### src/rtl/sd_spi_activity_if.sv
// Core-side SD SPI pins plus the activity monitor's indications.
// master drives the SPI pins; slave is the passive monitor.
interface sd_spi_activity_if;
    logic        spi_sck;
    logic        spi_mosi;
    logic        spi_miso;
    logic        spi_ss;
    logic        led_user;
    logic [1:0]  led_disk;
    logic        busy;
    logic        cmd_valid;
    logic [5:0]  cmd_index;
    logic [31:0] cmd_arg;

    modport master (
        output spi_sck, spi_mosi, spi_miso, spi_ss,
        input  led_user, led_disk, busy, cmd_valid, cmd_index, cmd_arg
    );

    modport slave (
        input  spi_sck, spi_mosi, spi_miso, spi_ss,
        output led_user, led_disk, busy, cmd_valid, cmd_index, cmd_arg
    );
endinterface

### src/rtl/sd_spi_activity.sv
// Passive SD SPI monitor: stretched activity LEDs, bus-idle flag, command decode.
// Define SD_SPI_ACT_CMDLOG_EN to build the command-frame decoder and data-command LED.
module sd_spi_activity #(
    parameter int unsigned STRETCH_CYCLES = 2500000,
    parameter int unsigned IDLE_TIMEOUT   = 1000000
) (
    input  logic             clk,
    input  logic             reset,
    sd_spi_activity_if.slave bus
);
    localparam logic [31:0] RELOAD   = 32'(STRETCH_CYCLES - 1);
    localparam logic [31:0] IDLE_MAX = 32'(IDLE_TIMEOUT);

    logic        sck_s1, sck_s2, mosi_s1, mosi_s2, miso_s1, miso_s2, ss_s1, ss_s2;
    logic        mosi_s3, miso_s3;
    logic        sck_rise;
    logic [31:0] act_cnt;
    logic        led_user_q;
    logic [31:0] idle_cnt;
    logic        busy_q;

    always_ff @(posedge clk) begin
        if (reset) begin
            {sck_s1, sck_s2, mosi_s1, mosi_s2, miso_s1, miso_s2} <= '0;
            {ss_s1, ss_s2, mosi_s3, miso_s3}                     <= '0;
        end else begin
            sck_s1  <= bus.spi_sck;
            sck_s2  <= sck_s1;
            mosi_s1 <= bus.spi_mosi;
            mosi_s2 <= mosi_s1;
            miso_s1 <= bus.spi_miso;
            miso_s2 <= miso_s1;
            ss_s1   <= bus.spi_ss;
            ss_s2   <= ss_s1;
            mosi_s3 <= mosi_s2;
            miso_s3 <= miso_s2;
        end
    end

    assign sck_rise = sck_s1 & ~sck_s2;

    always_ff @(posedge clk) begin
        if (reset) begin
            act_cnt    <= '0;
            led_user_q <= 1'b0;
        end else begin
            if (sck_rise && !ss_s2) begin
                act_cnt <= RELOAD;
            end else if (act_cnt != '0) begin
                act_cnt <= act_cnt - 32'd1;
            end
            led_user_q <= (act_cnt != '0);
        end
    end

    // busy drops on the cycle idle_cnt saturates at IDLE_MAX
    always_ff @(posedge clk) begin
        if (reset) begin
            idle_cnt <= '0;
            busy_q   <= 1'b0;
        end else if ((mosi_s2 != mosi_s3) || (miso_s2 != miso_s3)) begin
            idle_cnt <= '0;
            busy_q   <= 1'b1;
        end else if (idle_cnt < IDLE_MAX - 32'd1) begin
            idle_cnt <= idle_cnt + 32'd1;
        end else begin
            idle_cnt <= IDLE_MAX;
            busy_q   <= 1'b0;
        end
    end

    assign bus.led_user = led_user_q;
    assign bus.busy     = busy_q;

`ifdef SD_SPI_ACT_CMDLOG_EN
    typedef enum logic [1:0] {IDLE, ARG, CRC} state_t;

    state_t      state;
    logic [7:0]  shift;
    logic [2:0]  bit_cnt;
    logic        byte_done;
    logic [1:0]  arg_cnt;
    logic [5:0]  idx_pend;
    logic [31:0] arg_pend;
    logic        cmd_valid_q;
    logic [5:0]  cmd_index_q;
    logic [31:0] cmd_arg_q;
    logic [31:0] dsk_cnt;
    logic        led_disk_q;

    // byte_done is registered, so the FSM reads the freshly completed byte from shift
    always_ff @(posedge clk) begin
        if (reset) begin
            shift     <= '0;
            bit_cnt   <= '0;
            byte_done <= 1'b0;
        end else begin
            byte_done <= 1'b0;
            if (ss_s2) begin
                shift   <= '0;
                bit_cnt <= '0;
            end else if (sck_rise) begin
                shift   <= {shift[6:0], mosi_s2};
                bit_cnt <= bit_cnt + 3'd1;
                if (bit_cnt == 3'd7) begin
                    byte_done <= 1'b1;
                end
            end
        end
    end

    always_ff @(posedge clk) begin
        if (reset) begin
            state       <= IDLE;
            arg_cnt     <= '0;
            idx_pend    <= '0;
            arg_pend    <= '0;
            cmd_valid_q <= 1'b0;
            cmd_index_q <= '0;
            cmd_arg_q   <= '0;
        end else begin
            cmd_valid_q <= 1'b0;
            if (ss_s2) begin
                state <= IDLE;
            end else if (byte_done) begin
                case (state)
                    IDLE: begin
                        if (shift[7:6] == 2'b01) begin
                            idx_pend <= shift[5:0];
                            arg_cnt  <= '0;
                            state    <= ARG;
                        end
                    end
                    ARG: begin
                        arg_pend <= {arg_pend[23:0], shift};
                        arg_cnt  <= arg_cnt + 2'd1;
                        if (arg_cnt == 2'd3) begin
                            state <= CRC;
                        end
                    end
                    CRC: begin
                        cmd_valid_q <= 1'b1;
                        cmd_index_q <= idx_pend;
                        cmd_arg_q   <= arg_pend;
                        state       <= IDLE;
                    end
                    default: state <= IDLE;
                endcase
            end
        end
    end

    always_ff @(posedge clk) begin
        if (reset) begin
            dsk_cnt    <= '0;
            led_disk_q <= 1'b0;
        end else begin
            if (cmd_valid_q && (cmd_index_q inside {6'd17, 6'd18, 6'd24, 6'd25})) begin
                dsk_cnt <= RELOAD;
            end else if (dsk_cnt != '0) begin
                dsk_cnt <= dsk_cnt - 32'd1;
            end
            led_disk_q <= (dsk_cnt != '0);
        end
    end

    assign bus.cmd_valid = cmd_valid_q;
    assign bus.cmd_index = cmd_index_q;
    assign bus.cmd_arg   = cmd_arg_q;
    assign bus.led_disk  = {1'b0, led_disk_q};
`else
    assign bus.cmd_valid = 1'b0;
    assign bus.cmd_index = '0;
    assign bus.cmd_arg   = '0;
    assign bus.led_disk  = {1'b0, led_user_q};
`endif
endmodule

### src/flat_wrapper.sv
// flat-port wrapper written by rule: the top's interface ports become plain ports
module sd_spi_activity_flat 
#(
    parameter int unsigned STRETCH_CYCLES = 2500000,
    parameter int unsigned IDLE_TIMEOUT   = 1000000
)
  (clk, reset, bus_spi_sck, bus_spi_mosi, bus_spi_miso, bus_spi_ss, bus_led_user, bus_led_disk, bus_busy, bus_cmd_valid, bus_cmd_index, bus_cmd_arg);
  sd_spi_activity_if bus_i ();
  input  logic clk;
  input  logic reset;
  input wire logic [$bits(bus_i.spi_sck)-1:0] bus_spi_sck;
  input wire logic [$bits(bus_i.spi_mosi)-1:0] bus_spi_mosi;
  input wire logic [$bits(bus_i.spi_miso)-1:0] bus_spi_miso;
  input wire logic [$bits(bus_i.spi_ss)-1:0] bus_spi_ss;
  output wire logic [$bits(bus_i.led_user)-1:0] bus_led_user;
  output wire logic [$bits(bus_i.led_disk)-1:0] bus_led_disk;
  output wire logic [$bits(bus_i.busy)-1:0] bus_busy;
  output wire logic [$bits(bus_i.cmd_valid)-1:0] bus_cmd_valid;
  output wire logic [$bits(bus_i.cmd_index)-1:0] bus_cmd_index;
  output wire logic [$bits(bus_i.cmd_arg)-1:0] bus_cmd_arg;
  assign bus_i.spi_sck = bus_spi_sck;
  assign bus_i.spi_mosi = bus_spi_mosi;
  assign bus_i.spi_miso = bus_spi_miso;
  assign bus_i.spi_ss = bus_spi_ss;
  assign bus_led_user = bus_i.led_user;
  assign bus_led_disk = bus_i.led_disk;
  assign bus_busy = bus_i.busy;
  assign bus_cmd_valid = bus_i.cmd_valid;
  assign bus_cmd_index = bus_i.cmd_index;
  assign bus_cmd_arg = bus_i.cmd_arg;
  sd_spi_activity #(.STRETCH_CYCLES(STRETCH_CYCLES), .IDLE_TIMEOUT(IDLE_TIMEOUT)) u_core (.clk(clk), .reset(reset), .bus(bus_i));
endmodule
### config.mk
export PLATFORM = sky130hd
export DESIGN_NAME = sd_spi_activity_flat
export DESIGN_NICKNAME = d
export VERILOG_FILES = /design/src/rtl/sd_spi_activity_if.sv /design/src/rtl/sd_spi_activity.sv /design/src/flat_wrapper.sv
export SDC_FILE = /design/constraint.sdc
export NUM_CORES = 1
export LEC_CHECK = 0
export ABC_CLOCK_PERIOD_IN_PS = 2600
export BUFFER_PORTS_ARGS = -buffer_cell sky130_fd_sc_hd__buf_2
export CAP_MARGIN = 20
export CELL_PAD_IN_SITES_DETAIL_PLACEMENT = 0
export CELL_PAD_IN_SITES_GLOBAL_PLACEMENT = 2
export CORE_ASPECT_RATIO = 0.5
export CORE_MARGIN = 4
export CORE_UTILIZATION = 32
export DETAILED_ROUTE_END_ITERATION = 8
export PLACE_DENSITY_LB_ADDON = 0.1
export SLEW_MARGIN = 15
export SYNTH_ARGS = -nofsm -noshare
export SYNTH_HDL_FRONTEND = slang
export SYNTH_SLANG_ARGS = --single-unit
export TNS_END_PERCENT = 10
### constraint.sdc
create_clock -name clk -period 2.6 [get_ports clk]
set_input_delay 0.65 -clock clk [delete_from_list [all_inputs] [get_ports clk]]
set_output_delay 0.65 -clock clk [all_outputs]
set_load 0.01 [all_outputs]
==> results of run 1 <==
-- cells in the final DEF, fill, tap and decap left out, types with 10 or more instances in the layout --
master / Yosys / final
conb_1: 1 / 52
nor2_1: 27 / 27
or3_1: 19 / 19
dfxtp_1: 76 / 76
nor4_1: 12 / 12
o21ai_0: 12 / 12
a21oi_1: 26 / 26
xor2_1: 12 / 12
xnor2_1: 12 / 12
nand2_1: 11 / 11
nor2b_1: 10 / 10
-- routing by layer --
metal  global-route usage  vias up
li1                     -     1305
met3               0.0427        4
met2                0.184       49
met5                    0        -
met1                0.126     1167
met4               0.0303        0
-- kinds of logic (layout without fill, tap and decap cells) --
kind of cell               count (synthesis)  count (layout)  synth area share
buffers and inverters                     61              42             0.119
muxes                                      3               3           0.00884
xor gates and xnor gates                  24              24            0.0594
other                                      1              52           0.00106
DFF                                       76              76             0.430
and+or+nand+nor                          135             135             0.236
AOI/OAI and AO/OA                         69              69             0.135
adders and majority gates                  3               3            0.0106
-- power groups by stage --
stage                     Combinational (W)  Clock (W)  Sequential, W
after floorplan                    0.000818          0        0.00140
after global placement             0.000951          0        0.00143
after detailed placement           0.000963          0        0.00143
after CTS                          0.000972    0.00126        0.00141
after global routing                0.00107    0.00130        0.00143
final                              0.000964    0.00122        0.00141
-- stage by stage --
stage | total power, W | utilization
floorplan | 0.00222 | -
global placement | 0.00238 | 0.349
detailed placement | 0.00239 | 0.349
CTS | 0.00364 | 0.376
global route | 0.00380 | 0.376
finish | 0.00359 | 0.376
-- worst max-delay path, stage by stage, from the launching register on --
cell and delay [ns]:
dfxtp_1 0.30, inv_1 0.10, ha_1 0.16, or4b_4 0.44, or3_1 0.56, nor4_4 0.34
mux2_2 0.36, a21oi_1 0.12
-- final cells by class --
class	count	area, um2	area share
Sequential cell	76	1520	0.386
Clock inverter	4	50.0	0.0127
Timing Repair Buffer	19	148	0.0374
Multi-Input combinational cell	286	1790	0.453
Tap cell	140	175	0.0444
Inverter	7	26.3	0.00666
Clock buffer	12	236	0.0600
-- path summary, 6_finish.rpt --
path / start / end / slack, ns / cells after the start
setup / recovery: u_core.act_cnt[0] / u_core.act_cnt[1] / 0.15 / 7
hold / removal: u_core.mosi_s1 / u_core.mosi_s2 / 0.43 / 1
setup reg to reg: u_core.act_cnt[0] / u_core.act_cnt[1] / 0.15 / 7
hold reg to reg: u_core.mosi_s1 / u_core.mosi_s2 / 0.43 / 1
==> flow_summary.toml, run 1 <==
[status]
status = "complete, no violations"

[timing]
fin_ws_ns = 0.147
rsz0062_at_grt = "false"
fin_crit_ns = 2.45
whs_ns = 0.430
slew_viol_final = 0
tightestPinTransition_ns = 0.523
relSlewSlack = 0.651
timing.final.crit_share = 0.944
setup_tns_ns = 0
setup_viol = 0
max_freq_mhz = 408
hold_viol_final = 0
fin_worst_skew_ns = 0.00618

[synth]
netlist.area_leader.share = 0.430
yosysMostFrequentCell = "dfxtp_1"
netlist_area_um2 = 3540
synthCells = 372
yosysUniqueCellTypes = 50
ys_seq_area_frac = 0.430
synthTopCellsByCount = "dfxtp_1 (76), buf_4 (43), nor2_1 (27)"
synth-seq-cells = 76
synth_top_flop_cell = "dfxtp_1"
async_flop_share = 0
synth_area_leaders = "dfxtp_1 (43%), buf_4 (9.1%), a21oi_1 (3.7%), or3_1 (3.4%), xnor2_1 (3.0%)"
synth_edf_count = 0
synth_largest_area_cell = "dfxtp_1"
synth_warnings = 0
synth.avg_cell_area_um2 = 9.51

[floorplan]
dieArea_um2 = 12900
core_area_um2 = 10500
io_pins = 49
fp.dieW_um = 157
rows = 26
initial_core_util = 0.338
die_h_um = 82.3

[power]
p_switching_w = 0.00115
p_int_w = 0.00244
seqPwrFrac = 0.393
clockPowerShare = 0.339
p_per_area_nw_per_um2 = 910
pwr-share-comb = 0.268
ir_worst_vdd_v = 0.000315
sw_frac_of_total = 0.320
p_leak_nw = 1.47

[route]
post_drt_via_cell_ratio = 4.64
wl_met2_um = 3000
drc = 0
wirelength_um = 6660
wl_met3_um = 378
drt_iter0_markers = 93
routed.top_layer = "met4"
wl_met1_um = 3240
ant_nets = 0
vias = 2525
dr.pass1.iters = 4
routedWlPerCell_um = 12.2

[critical_path]
worstPathArrival_ns = 2.71
crit_path_start_kind = "flip-flop"
critPathKind = "reg2reg"
endpoint_kind = "flip-flop"
critPathMaxFanout = 6
required_ns = 2.86

[global_route]
overflow = 0
grt_pass1_vias = 2303
grt_pass1_wl_um = 10900
grt_max_degree = 18
antenna_found_initial = 0
grtUsageTotal = 0.107

[placement]
pre_cts_ws_ns = 0.149
place_inst = 528
placed_cell_area_um2 = 3660
hpwl_um = 4670
gp_congestion = 0.768
numPortBuffers = 8

[clock_network]
cts_tree = "done"
numCtsBuffers = 9
hold_buffers = 0
htree_levels = 3
cts.clk_slew.worst_paths_ns = 0.06
cts.sinks = 76
cts_root_buffer = "clkbuf_16"
cts_buffer_depth = 2
cts_resized = 0
clock_latency_ns = 0.33
cts_setup_buffers = 0

[cells_and_area]
antenna_cells = 0
area_delta_synth_final_pct = 11.5
reg.largest.list = "u_core.act_cnt: 32 flops, u_core.idle_cnt: 32 flops"
drive_gt1_frac = 0.139
final_area_um2 = 3940
final_cell_count_no_fill = 544
final_nets = 408
fill_cells = 1058

[flow_run]
max_cap_violations = 0

[worst_hold_path]
hp-class = "reg2reg"
(Power assumes the default switching activity.)
==> inputs of run 2 (changes only) <==
- ABC_CLOCK_PERIOD_IN_PS: 2600 -> 3000
- CORE_UTILIZATION: 32 -> 38
- GPL_TIMING_DRIVEN: unset -> 0
- RECOVER_POWER: unset -> 50
- clock period: 2.6 -> 3 ns (I/O delays scaled with it)
==> run 2 against run 1 <==
Effect of this change: first-iteration DRC count rose by 2.2%; via count rose by 6.7%; total power fell by 13%; register-to-register slack improved by 0.19 ns; final cell count rose by 3.7%; sequential share of layout area fell by 2.3 points; largest power group unchanged; highest routed layer unchanged.
==> flow_summary.toml, run 2 (synthesis gave the netlist of run 1 again) <==
[floorplan]
die_h_um = 76.2
core_area_um2 = 8890
io_pins = 49
rows = 24
dieArea_um2 = 11000
initial_core_util = 0.398
fp.dieW_um = 144

[route]
post_drt_via_cell_ratio = 4.78
routedWlPerCell_um = 12.1
drt_iter0_markers = 95
wl_met1_um = 3210
wl_met3_um = 413
wl_met2_um = 3150
vias = 2694
drc = 0
wirelength_um = 6810
ant_nets = 0
routed.top_layer = "met4"
dr.pass1.iters = 4

[cells_and_area]
fill_cells = 871
area_delta_synth_final_pct = 18.6
drive_gt1_frac = 0.204
reg.largest.list = "u_core.act_cnt: 32 flops, u_core.idle_cnt: 32 flops"
antenna_cells = 0
final_nets = 451
final_cell_mix = "dfxtp_1 (76), conb_1 (52), buf_4 (42), nor2_1 (27), a21oi_1 (26)"
layout_commonest_cell = "dfxtp_1"

[timing]
setup_tns_ns = 0
rsz0062_at_grt = "false"
timing.final.crit_share = 0.889
hold_viol_final = 0
slew_viol_final = 0
setup_viol = 0
fin_crit_ns = 2.67
relSlewSlack = 0.449
max_freq_mhz = 375
tightestPinTransition_ns = 0.819
whs_ns = 0.437
fin_worst_skew_ns = 0.00600

[clock_network]
cts_setup_buffers = 0
cts.sinks = 76
htree_levels = 3
cts_tree = "done"
cts_root_buffer = "clkbuf_16"
cts_buffer_depth = 2
cts.clk_slew.worst_paths_ns = 0.06
cts_resized = 0
numCtsBuffers = 9
clock_latency_ns = 0.33
hold_buffers = 0

[critical_path]
cp_num_buf_inv = 0
critical-path-max-stage-delay_ns = 0.61
critPathMaxFanout = 7
path_cells = "or4_4 -> nor4b_2 -> nand4_1 -> o31a_2 -> o21a_1"
crit_path_start_kind = "flip-flop"
critPathKind = "reg2reg"
slowest_stage = "or4_4"
worstPathArrival_ns = 2.89
endpoint_kind = "flip-flop"
crit_family = "simple AND/OR/NAND/NOR gates"
required_ns = 3.23

[power]
ir_worst_vdd_v = 0.000292
p_leak_nw = 1.65
p_per_area_nw_per_um2 = 748

[global_route]
grt_pass1_vias = 2444
overflow = 0
grt_pass1_wl_um = 11300
grt_max_degree = 14
grtUsageTotal = 0.126
antenna_found_initial = 0

[placement]
numPortBuffers = 8
hpwl_um = 4940
gp_congestion = 0.800

[worst_hold_path]
hp-class = "reg2reg"

[status]
status = "complete, no violations"

[flow_run]
max_cap_violations = 0
## run 2: final timing paths
check                         start                 end  slack, ns  depth (start not counted)
hold reg to reg      u_core.mosi_s1      u_core.mosi_s2       0.44                          1
hold / removal       u_core.mosi_s1      u_core.mosi_s2       0.44                          1
setup / recovery  u_core.act_cnt[2]  u_core.act_cnt[26]       0.33                          5
setup reg to reg  u_core.act_cnt[2]  u_core.act_cnt[26]       0.33                          5
## run 2: stage by stage
stage	util	cells	total power, W	setup WS [ns]	area [um2]
2_1_floorplan	-	423	0.00193	0.601	3730
3_5_place_dp	0.440	548	0.00209	0.367	3920
5_1_grt	0.472	564	0.00331	0.207	4200
4_1_cts	0.476	564	0.00320	0.361	4230
6_report	0.472	564	0.00314	0.334	4200
3_3_place_gp	0.440	548	0.00207	0.421	3920
## run 2: power by group
| part | internal [W] | leakage (nW) | total, W | switching [W] |
|---|---|---|---|---|
| Sequential | 0.00111 | 0.625 | 0.00122 | 0.000105 |
| Combinational | 0.000350 | 0.889 | 0.000819 | 0.000469 |
| Clock | 0.000688 | 0.140 | 0.00110 | 0.000412 |
| Total | 0.00215 | 1.65 | 0.00314 | 0.000986 |
## run 2: routing by layer
layer | vias to the layer above | track usage
met5 | - | 0
met4 | 0 | 0.0326
met3 | 7 | 0.0451
met2 | 56 | 0.211
met1 | 1239 | 0.155
li1 | 1392 | -
## run 2: final cells by class
class	count	area (um2)	share of cell area
repair buffers	8	36.3	0.00865
clock inverters	5	60.1	0.0143
multi-input cells	286	1760	0.420
flip-flops and latches	76	1520	0.363
plain buffers	54	390	0.0930
inverters	7	26.3	0.00626
clock buffers	11	253	0.0602
well taps	117	146	0.0349
## run 2: worst register-to-register path, delay by kind of cell, from the launching register on
family | cells | cell delay [ns]
flip-flops | 1 | 0.36
AND/OR/NAND/NOR | 3 | 1.63
AO/OA/AOI/OAI | 2 | 0.58
